<file path="src/rtl/keypad_entry_ctrl_if.sv">
// Key/command inputs and entry/commit outputs of keypad_entry_ctrl.
// master drives keys and commands; slave (the controller) drives the entry state.
interface keypad_entry_ctrl_if #(
  parameter int unsigned NUM_DIGITS = 4
);
  localparam int unsigned EW = 4 * NUM_DIGITS;
  localparam int unsigned CW = $clog2(NUM_DIGITS + 1);

  logic [9:0]    keypad;
  logic          enter;
  logic          clear;
  logic [EW-1:0] entry_bcd;
  logic [CW-1:0] digit_cnt;
  logic          entering;
  logic [EW-1:0] value_bcd;
  logic          value_valid;
  logic          multi_key_err;
  logic          timed_out;

  modport master (
    output keypad, enter, clear,
    input  entry_bcd, digit_cnt, entering, value_bcd, value_valid, multi_key_err, timed_out
  );

  modport slave (
    input  keypad, enter, clear,
    output entry_bcd, digit_cnt, entering, value_bcd, value_valid, multi_key_err, timed_out
  );
endinterface

</file>
<file path="src/rtl/keypad_entry_ctrl.sv">
// Builds a multi-digit BCD entry from single-cycle key pulses and commits it on enter.
// Define KEYPAD_ENTRY_TIMEOUT_EN to build the inactivity timer that abandons a stale entry.
module keypad_entry_ctrl #(
  parameter int unsigned NUM_DIGITS     = 4,
  parameter int unsigned TIMEOUT_CYCLES = 50_000_000
) (
  input logic               clk,
  input logic               rst,
  keypad_entry_ctrl_if.slave bus
);
  localparam int unsigned EW = 4 * NUM_DIGITS;
  localparam int unsigned CW = $clog2(NUM_DIGITS + 1);

  if (TIMEOUT_CYCLES < 2) begin : g_bad_timeout
    $error("keypad_entry_ctrl: TIMEOUT_CYCLES must be at least 2");
  end

  typedef enum logic {
    IDLE,
    ENTRY
  } state_t;

  state_t        state_q, state_d;
  logic [EW-1:0] entry_q, entry_d;
  logic [CW-1:0] cnt_q, cnt_d;
  logic [EW-1:0] value_q, value_d;
  logic          valid_q, valid_d;
  logic          mk_q, mk_d;

  logic [3:0] key_count;
  logic [3:0] digit;
  logic       one_key;

  always_comb begin
    key_count = '0;
    digit     = '0;
    for (int unsigned i = 0; i < 10; i++) begin
      if (bus.keypad[i]) begin
        key_count = key_count + 4'd1;
        digit     = 4'(i);
      end
    end
    one_key = (key_count == 4'd1);
  end

`ifdef KEYPAD_ENTRY_TIMEOUT_EN
  localparam int unsigned TW = $clog2(TIMEOUT_CYCLES);
  localparam logic [TW-1:0] TMAX = TW'(TIMEOUT_CYCLES - 1);

  logic [TW-1:0] timer_q, timer_d;
  logic          to_q, to_d;
`endif

  always_comb begin
    state_d = state_q;
    entry_d = entry_q;
    cnt_d   = cnt_q;
    value_d = value_q;
    valid_d = 1'b0;
    mk_d    = (key_count > 4'd1);
`ifdef KEYPAD_ENTRY_TIMEOUT_EN
    timer_d = timer_q;
    to_d    = 1'b0;
`endif
    case (state_q)
      IDLE: begin
`ifdef KEYPAD_ENTRY_TIMEOUT_EN
        timer_d = '0;
`endif
        if (one_key) begin
          entry_d = EW'(digit);
          cnt_d   = CW'(1);
          state_d = ENTRY;
        end
      end
      ENTRY: begin
        if (bus.clear) begin
          state_d = IDLE;
          entry_d = '0;
          cnt_d   = '0;
        end else if (bus.enter) begin
          value_d = entry_q;
          valid_d = 1'b1;
          state_d = IDLE;
          entry_d = '0;
          cnt_d   = '0;
        end else if (one_key) begin
`ifdef KEYPAD_ENTRY_TIMEOUT_EN
          timer_d = '0;
`endif
          // A full buffer swallows the digit silently but it still counts as activity.
          if (cnt_q < CW'(NUM_DIGITS)) begin
            entry_d = (entry_q << 4) | EW'(digit);
            cnt_d   = cnt_q + CW'(1);
          end
        end
`ifdef KEYPAD_ENTRY_TIMEOUT_EN
        else if (timer_q == TMAX) begin
          state_d = IDLE;
          entry_d = '0;
          cnt_d   = '0;
          timer_d = '0;
          to_d    = 1'b1;
        end else begin
          timer_d = timer_q + TW'(1);
        end
`endif
      end
      default: begin
        state_d = IDLE;
        entry_d = '0;
        cnt_d   = '0;
      end
    endcase
  end

  always_ff @(posedge clk) begin
    if (rst) begin
      state_q <= IDLE;
      entry_q <= '0;
      cnt_q   <= '0;
      value_q <= '0;
      valid_q <= 1'b0;
      mk_q    <= 1'b0;
    end else begin
      state_q <= state_d;
      entry_q <= entry_d;
      cnt_q   <= cnt_d;
      value_q <= value_d;
      valid_q <= valid_d;
      mk_q    <= mk_d;
    end
  end

`ifdef KEYPAD_ENTRY_TIMEOUT_EN
  always_ff @(posedge clk) begin
    if (rst) begin
      timer_q <= '0;
      to_q    <= 1'b0;
    end else begin
      timer_q <= timer_d;
      to_q    <= to_d;
    end
  end

  assign bus.timed_out = to_q;
`else
  assign bus.timed_out = 1'b0;
`endif

  assign bus.entry_bcd     = entry_q;
  assign bus.digit_cnt     = cnt_q;
  assign bus.entering      = (state_q == ENTRY);
  assign bus.value_bcd     = value_q;
  assign bus.value_valid   = valid_q;
  assign bus.multi_key_err = mk_q;
endmodule

</file>
<file path="src/flat_wrapper.sv">
// flat-port wrapper written by rule: the top's interface ports become plain ports
module keypad_entry_ctrl_flat 
#(
  parameter int unsigned NUM_DIGITS     = 4,
  parameter int unsigned TIMEOUT_CYCLES = 50_000_000
)
  (clk, rst, bus_keypad, bus_enter, bus_clear, bus_entry_bcd, bus_digit_cnt, bus_entering, bus_value_bcd, bus_value_valid, bus_multi_key_err, bus_timed_out);
  keypad_entry_ctrl_if #(.NUM_DIGITS(NUM_DIGITS)) bus_i ();
  input logic clk;
  input logic rst;
  input wire logic [$bits(bus_i.keypad)-1:0] bus_keypad;
  input wire logic [$bits(bus_i.enter)-1:0] bus_enter;
  input wire logic [$bits(bus_i.clear)-1:0] bus_clear;
  output wire logic [$bits(bus_i.entry_bcd)-1:0] bus_entry_bcd;
  output wire logic [$bits(bus_i.digit_cnt)-1:0] bus_digit_cnt;
  output wire logic [$bits(bus_i.entering)-1:0] bus_entering;
  output wire logic [$bits(bus_i.value_bcd)-1:0] bus_value_bcd;
  output wire logic [$bits(bus_i.value_valid)-1:0] bus_value_valid;
  output wire logic [$bits(bus_i.multi_key_err)-1:0] bus_multi_key_err;
  output wire logic [$bits(bus_i.timed_out)-1:0] bus_timed_out;
  assign bus_i.keypad = bus_keypad;
  assign bus_i.enter = bus_enter;
  assign bus_i.clear = bus_clear;
  assign bus_entry_bcd = bus_i.entry_bcd;
  assign bus_digit_cnt = bus_i.digit_cnt;
  assign bus_entering = bus_i.entering;
  assign bus_value_bcd = bus_i.value_bcd;
  assign bus_value_valid = bus_i.value_valid;
  assign bus_multi_key_err = bus_i.multi_key_err;
  assign bus_timed_out = bus_i.timed_out;
  keypad_entry_ctrl #(.NUM_DIGITS(NUM_DIGITS), .TIMEOUT_CYCLES(TIMEOUT_CYCLES)) u_core (.clk(clk), .rst(rst), .bus(bus_i));
endmodule
</file>
<file path="config.mk">
export PLATFORM = sky130hd
export DESIGN_NAME = keypad_entry_ctrl_flat
export DESIGN_NICKNAME = d
export VERILOG_FILES = /design/src/rtl/keypad_entry_ctrl_if.sv /design/src/rtl/keypad_entry_ctrl.sv /design/src/flat_wrapper.sv
export SDC_FILE = /design/constraint.sdc
export NUM_CORES = 1
export LEC_CHECK = 0
export ABC_AREA = 1
export CAP_MARGIN = 10
export CORE_UTILIZATION = 47
export CTS_CLUSTER_DIAMETER = 50
export DETAILED_ROUTE_END_ITERATION = 7
export GPL_TIMING_DRIVEN = 0
export PLACE_DENSITY = 0.77
export SLEW_MARGIN = 20
export SYNTH_ARGS = -nofsm -noshare
export SYNTH_HDL_FRONTEND = slang
export SYNTH_SLANG_ARGS = --single-unit
</file>
<file path="constraint.sdc">
create_clock -name clk -period 5.45 [get_ports clk]
set_clock_uncertainty 0.1 [all_clocks]
set_input_delay 1.09 -clock clk [delete_from_list [all_inputs] [get_ports clk]]
set_output_delay 1.09 -clock clk [all_outputs]
set_load 0.005 [all_outputs]
</file>
Yosys cells after proc, flatten, opt, wreduce, memory -nomap -nowiden
Cells that the tools add are included.
Cells by class
  bitwise gates (word level): 3
  $lt $le $gt $ge: 2
  equality and inequality tests: 4
  $add $sub $neg: 10
  reductions and logical operators: 3
  multiplexer cells: 36
Operator list (count)
  16-bit 2-to-1 mux: 5
  4-bit 2-to-1 mux: 11
  4-bit by 1-bit adder with 4-bit output, second input constant: 8
  16-bit case mux with 2 select lines: 1
  3-bit 2-to-1 mux: 9
  16-bit by 4-bit bitwise OR with 16-bit output: 1
  4-bit != test, second input constant: 2
  1-bit 2-to-1 mux: 6
  3-bit case mux with 2 select lines: 1
  3-bit AND reduction: 2
  4-bit by 1-bit == test with 1-bit output, second input constant: 1
  4-bit by 1-bit greater-than comparator with 1-bit output, second input constant: 1
  2-bit 2-to-1 mux: 2
  3-bit by 1-bit adder with 3-bit output, second input constant: 1
  3-bit less-than comparator, second input constant: 1
  3-bit OR reduction: 1
  1-bit by 1-bit adder with 2-bit output, second input constant: 1
  2-bit by 1-bit != test with 1-bit output, second input constant: 1
  1-bit NOT: 2
  1-bit case mux with 2 select lines: 1
Storage, ports and cells
  output and inout port bits: 39
  input port bits: 14
  bits in registers: 38

Depth between registers and ports, before layout
Gate-level depths: netlist of the first run.
  word-level depth: 24
  depth in mapped cells: 36

Worst setup path before layout of the first run
Ideal clock, no wire load.
  path type: input-to-reg
  from: in bus_keypad[1]
  to: reg u_core.entry_q[6] (netlist: u_core.bus.entry_bcd[6])
  data required time: 5235 ps
  arrival: 4983 ps
  path buffers: 1
  slack: 252 ps
  setup time: 115 ps
  cell stages on the path: 31
  path through: inv_1 ha_1 inv_1 nand2_2 nand2_2 xnor2_1 o21ai_0 ha_1 or2_1 nand2_1 nor2_1 o31ai_1 ha_1 nand2_1 nand2_1 nand3_1 inv_1 o21ai_0 ha_1 nand2_1 nand2_1 ha_1 nand2_1 o21ai_0 nor2_1 nand3_2 nand2_4 buf_8 nand3_1 nand2_1 nor2_1
Between the ends
  longest elaborated chain between the ends: 20
  elaborated cells on any way between the ends: 21
RTL lines
  start, declared: line flat_wrapper.sv:11  | input wire logic [$bits(bus_i.keypad)-1:0] bus_keypad;
  4-bit 2-to-1 mux (*): line keypad_entry_ctrl.sv:38  | if (bus.keypad[i]) begin
  4-bit by 1-bit adder with 4-bit output: line keypad_entry_ctrl.sv:39  | key_count = key_count + 4'd1;
  4-bit 2-to-1 mux (*): line keypad_entry_ctrl.sv:38
  4-bit by 1-bit adder with 4-bit output: line keypad_entry_ctrl.sv:39
  4-bit 2-to-1 mux (*): line keypad_entry_ctrl.sv:38
  4-bit by 1-bit adder with 4-bit output: line keypad_entry_ctrl.sv:39
  4-bit 2-to-1 mux (*): line keypad_entry_ctrl.sv:38
  4-bit by 1-bit adder with 4-bit output: line keypad_entry_ctrl.sv:39
  (+4 left out)
  4-bit 2-to-1 mux (*): line keypad_entry_ctrl.sv:38
  4-bit by 1-bit adder with 4-bit output: line keypad_entry_ctrl.sv:39
  4-bit 2-to-1 mux (*): line keypad_entry_ctrl.sv:38
  4-bit by 1-bit adder with 4-bit output: line keypad_entry_ctrl.sv:39
  4-bit 2-to-1 mux (*): line keypad_entry_ctrl.sv:38
  4-bit by 1-bit == test with 1-bit output (*): line keypad_entry_ctrl.sv:43  | one_key = (key_count == 4'd1);
  4-bit != test (no line) / 2-bit by 1-bit != test with 1-bit output (equally long branches)
  3-bit AND reduction (no line) (*)
  end signal, assigned: line keypad_entry_ctrl.sv:127  | entry_q <= entry_d;
  end, declared: line keypad_entry_ctrl.sv:24  | logic [EW-1:0] entry_q, entry_d;
Mark *: on every way between the ends. The rest lies on a longest branch, timed or not.
A chain may end at the register's enable or synchronous reset.

Final worst setup path of the first run
  from: in bus_keypad[1]
  to: reg u_core.entry_q[3] (netlist: u_core.bus.entry_bcd[3])
Same word-level chain as after synthesis.

==> results.toml, run 1 <==
[cts]
cts_buffer_depth = 2
htreeDepth = 2
clk-insertion-delay-late_ps = 290
numCtsBuffers = 5
cts_hold_repair.buffers = 0
clk_pin_slew_ps = 70
cts_tree = "yes"
cts.sinks = 38
cts_root_buf = "clkbuf_8"

[routing]
drt_iter0_markers = 194
postRouteAntennaNets = 0
via_per_inst = 5.13
vias = 2784
drt-pass1-iter-count = 4
drc = 0
totalWireLength_um = 6240
wl_per_cell_um = 11.5

[logic_synthesis]
seq_area_frac_synth = 0.298
synth_simple_gate_area_share = 0.421
async_flop_share = 0
synth.mux.area_fraction = 0
synth_top_area_frac = 0.298
synth_fa_ha_area_frac = 0.0589
synth-seq-cells = 38
synth_top_cells_by_area = "dfxtp_1 30%, nand2_1 18%, nand3_1 12%"
ys.flop_type = "dfxtp_1"
yosysWarnings = 0
netlist_area_um2 = 2550
synthCells = 408
synth_compound_area_frac = 0.115
synth_cell_type_count = 27
syn_area_per_cell_um2 = 6.25
synth_top_family_by_area = "simple AND/OR/NAND/NOR gates"
synth_xor_area_frac = 0.0103
synth_top_cell_by_area = "dfxtp_1"
synth_nets = 434
synth_edf_count = 0

[final_layout]
final_cell_mix = "122 x nand2_1, 60 x nand3_1, 45 x clkdlybuf4s50_1"
layout.nets = 499
layout-area-overhead-vs-synth_pct = 32.0
fill_cells = 467
multiInputGateArea_um2 = 1620
diodes = 0
final_common_cell = "nand2_1"
seq_area_um2 = 761
drive_gt1_frac = 0.146

[floorplan]
die_h_um = 75.7
dieArea_um2 = 5730
die_width_um = 75.7
io_pins = 53
core-area_um2 = 5170
rows = 26
initial_core_util = 0.493

[setup_path]
worstSetupPathType = "in -> reg"
cpPeakStageDelay_ps = 280
cpMostUsedCell = "nand2_1"
slowest_stage = "ha_1"
cp_data_arrival_time_ps = 5290
critPathLaunchType = "primary input"
cp.required_ps = 5540
critPathMaxFanout = 8
end_kind = "flip-flop"

[global_routing]
grt_pass1_vias = 2344
global_route.usage.total = 0.224
grtUsageMet3 = 0.0344
busiest_layer = "met2"
use_met2 = 0.417
met1_usage = 0.257
grt_pass1_wl_um = 9950
grt_antenna_before_repair = 0
grt_max_degree = 12
grt-ovfl-total = 0

[power_and_ir_drop]
vdd_drop_max_mv = 0.130
p_leak_nw = 1.55
power_density_nw_per_um2 = 309

[min_path]
hp-class = "reg -> reg"

[timing]
max_freq_mhz = 192
setup_slack_ps = 246
post-route-min-period_ps = 5200
finalSetupViolCount = 0
worst_pin_slew_ps = 552
hold_viol = 0
relSlewSlack = 0.630
period_share = 0.955
slew_viol_final = 0
tns_ps = 0

[status]
status = "finished clean"

[placement]
place_ws_ps = -908
gp_congestion = 0.837
hpwl_um = 4640
io_buffers = 49

[run]
maxCapViolations = 0
## through the flow
step                cell area, µm²  hold slack [ps]  total power [mW]  instances   util
CTS                           3260              364              1.00        539  0.630
detailed placement            3130              353             0.805        527  0.605
global route                  3370              378              1.12        543  0.651
global placement              3130              348             0.792        527  0.605
floorplan                     2550              357             0.643        408      -
finish                        3370              362              1.04        543  0.651
## critical path: cells and delay by family
kind | cells | cell delay [ps]
AND/OR/NAND/NOR | 17 | 1680
adder cells (fa/ha/maj) | 5 | 1320
AO/OA/AOI/OAI | 4 | 630
buffers and inverters | 5 | 420
XOR/XNOR | 1 | 140
## final timing paths
check | slack [ps] | cells after the start | endpoint | startpoint
worst min register to register | 360 | 2 | u_core.bus.value_bcd[13]$_SDFFE_PP0P_ | u_core.bus.value_bcd[13]$_SDFFE_PP0P_
worst max register to register | 3510 | 6 | u_core.bus.value_bcd[6]$_SDFFE_PP0P_ | u_core.bus.entering$_SDFF_PP0_
worst min-delay path | 360 | 2 | u_core.bus.value_bcd[13]$_SDFFE_PP0P_ | u_core.bus.value_bcd[13]$_SDFFE_PP0P_
worst max-delay path | 250 | 32 | u_core.bus.entry_bcd[3]$_SDFFE_PP0P_ | bus_keypad[1]
## state kept, by name, indices dropped and copies added, names as in the netlist
| signal | flops |
|---|---|
| u_core.bus.entry_bcd | 16 |
| u_core.bus.digit_cnt | 3 |
| u_core.bus.multi_key_err | 1 |
| u_core.bus.entering | 1 |
| u_core.bus.value_valid | 1 |
| u_core.bus.value_bcd | 16 |
## synthesized netlist by cell type, types with 2 or more instances
library cell	count
a21oi_1	30
inv_1	39
xnor2_1	2
nand2_2	9
nand3_1	62
nor2_1	39
ha_1	12
dfxtp_1	38
o21ai_0	13
clkbuf_1	10
nand2_1	125
buf_6	2
buf_2	2
a21oi_2	8
nand3_2	5
## cell families after synthesis
| kind of cell | Yosys count |
|---|---|
| compound gates | 52 |
| flops | 38 |
| other cells | 1 |
| buf+inv | 56 |
| xor+xnor | 3 |
| simple gates | 246 |
| fa+ha+maj | 12 |
## power by group
part | total (mW) | leakage, nW | internal, mW | switching [mW]
clock network | 0.180 | 0.0438 | 0.0857 | 0.0938
logic | 0.487 | 1.20 | 0.244 | 0.243
registers | 0.373 | 0.309 | 0.323 | 0.0501
## area by class of cell
| class | instances | share of cell area |
|---|---|---|
| multi-input combinational | 314 | 0.482 |
| sequential | 38 | 0.226 |
| timing repair buffer | 58 | 0.171 |
| inverter | 40 | 0.0446 |
| buffer | 16 | 0.0275 |
| tap | 70 | 0.0260 |
| clock buffer | 5 | 0.0204 |
| clock inverter | 2 | 0.00297 |
## per-layer routing
layer / part of all wire / routed length (µm)
met1: 0.44 / 2750
met2: 0.51 / 3150
met3: 0.033 / 204
met4: 0.022 / 137
met5: 0 / 0
## timing repair
item / in CTS / in global routing
setup buffers: 4 / 3
pin swaps: 4 / 11
endpoints found under the setup margin: 21 / 20
cloned: 1 / 1
resized for setup: 10 / 27
(Power assumes the default switching activity.)
==> inputs of run 2 (changes only) <==
Settings changed: SLEW_MARGIN 20 to not set.
==> results of run 2 <==
Same layout as run 1: the final DEF is identical, and so are final timing and power.
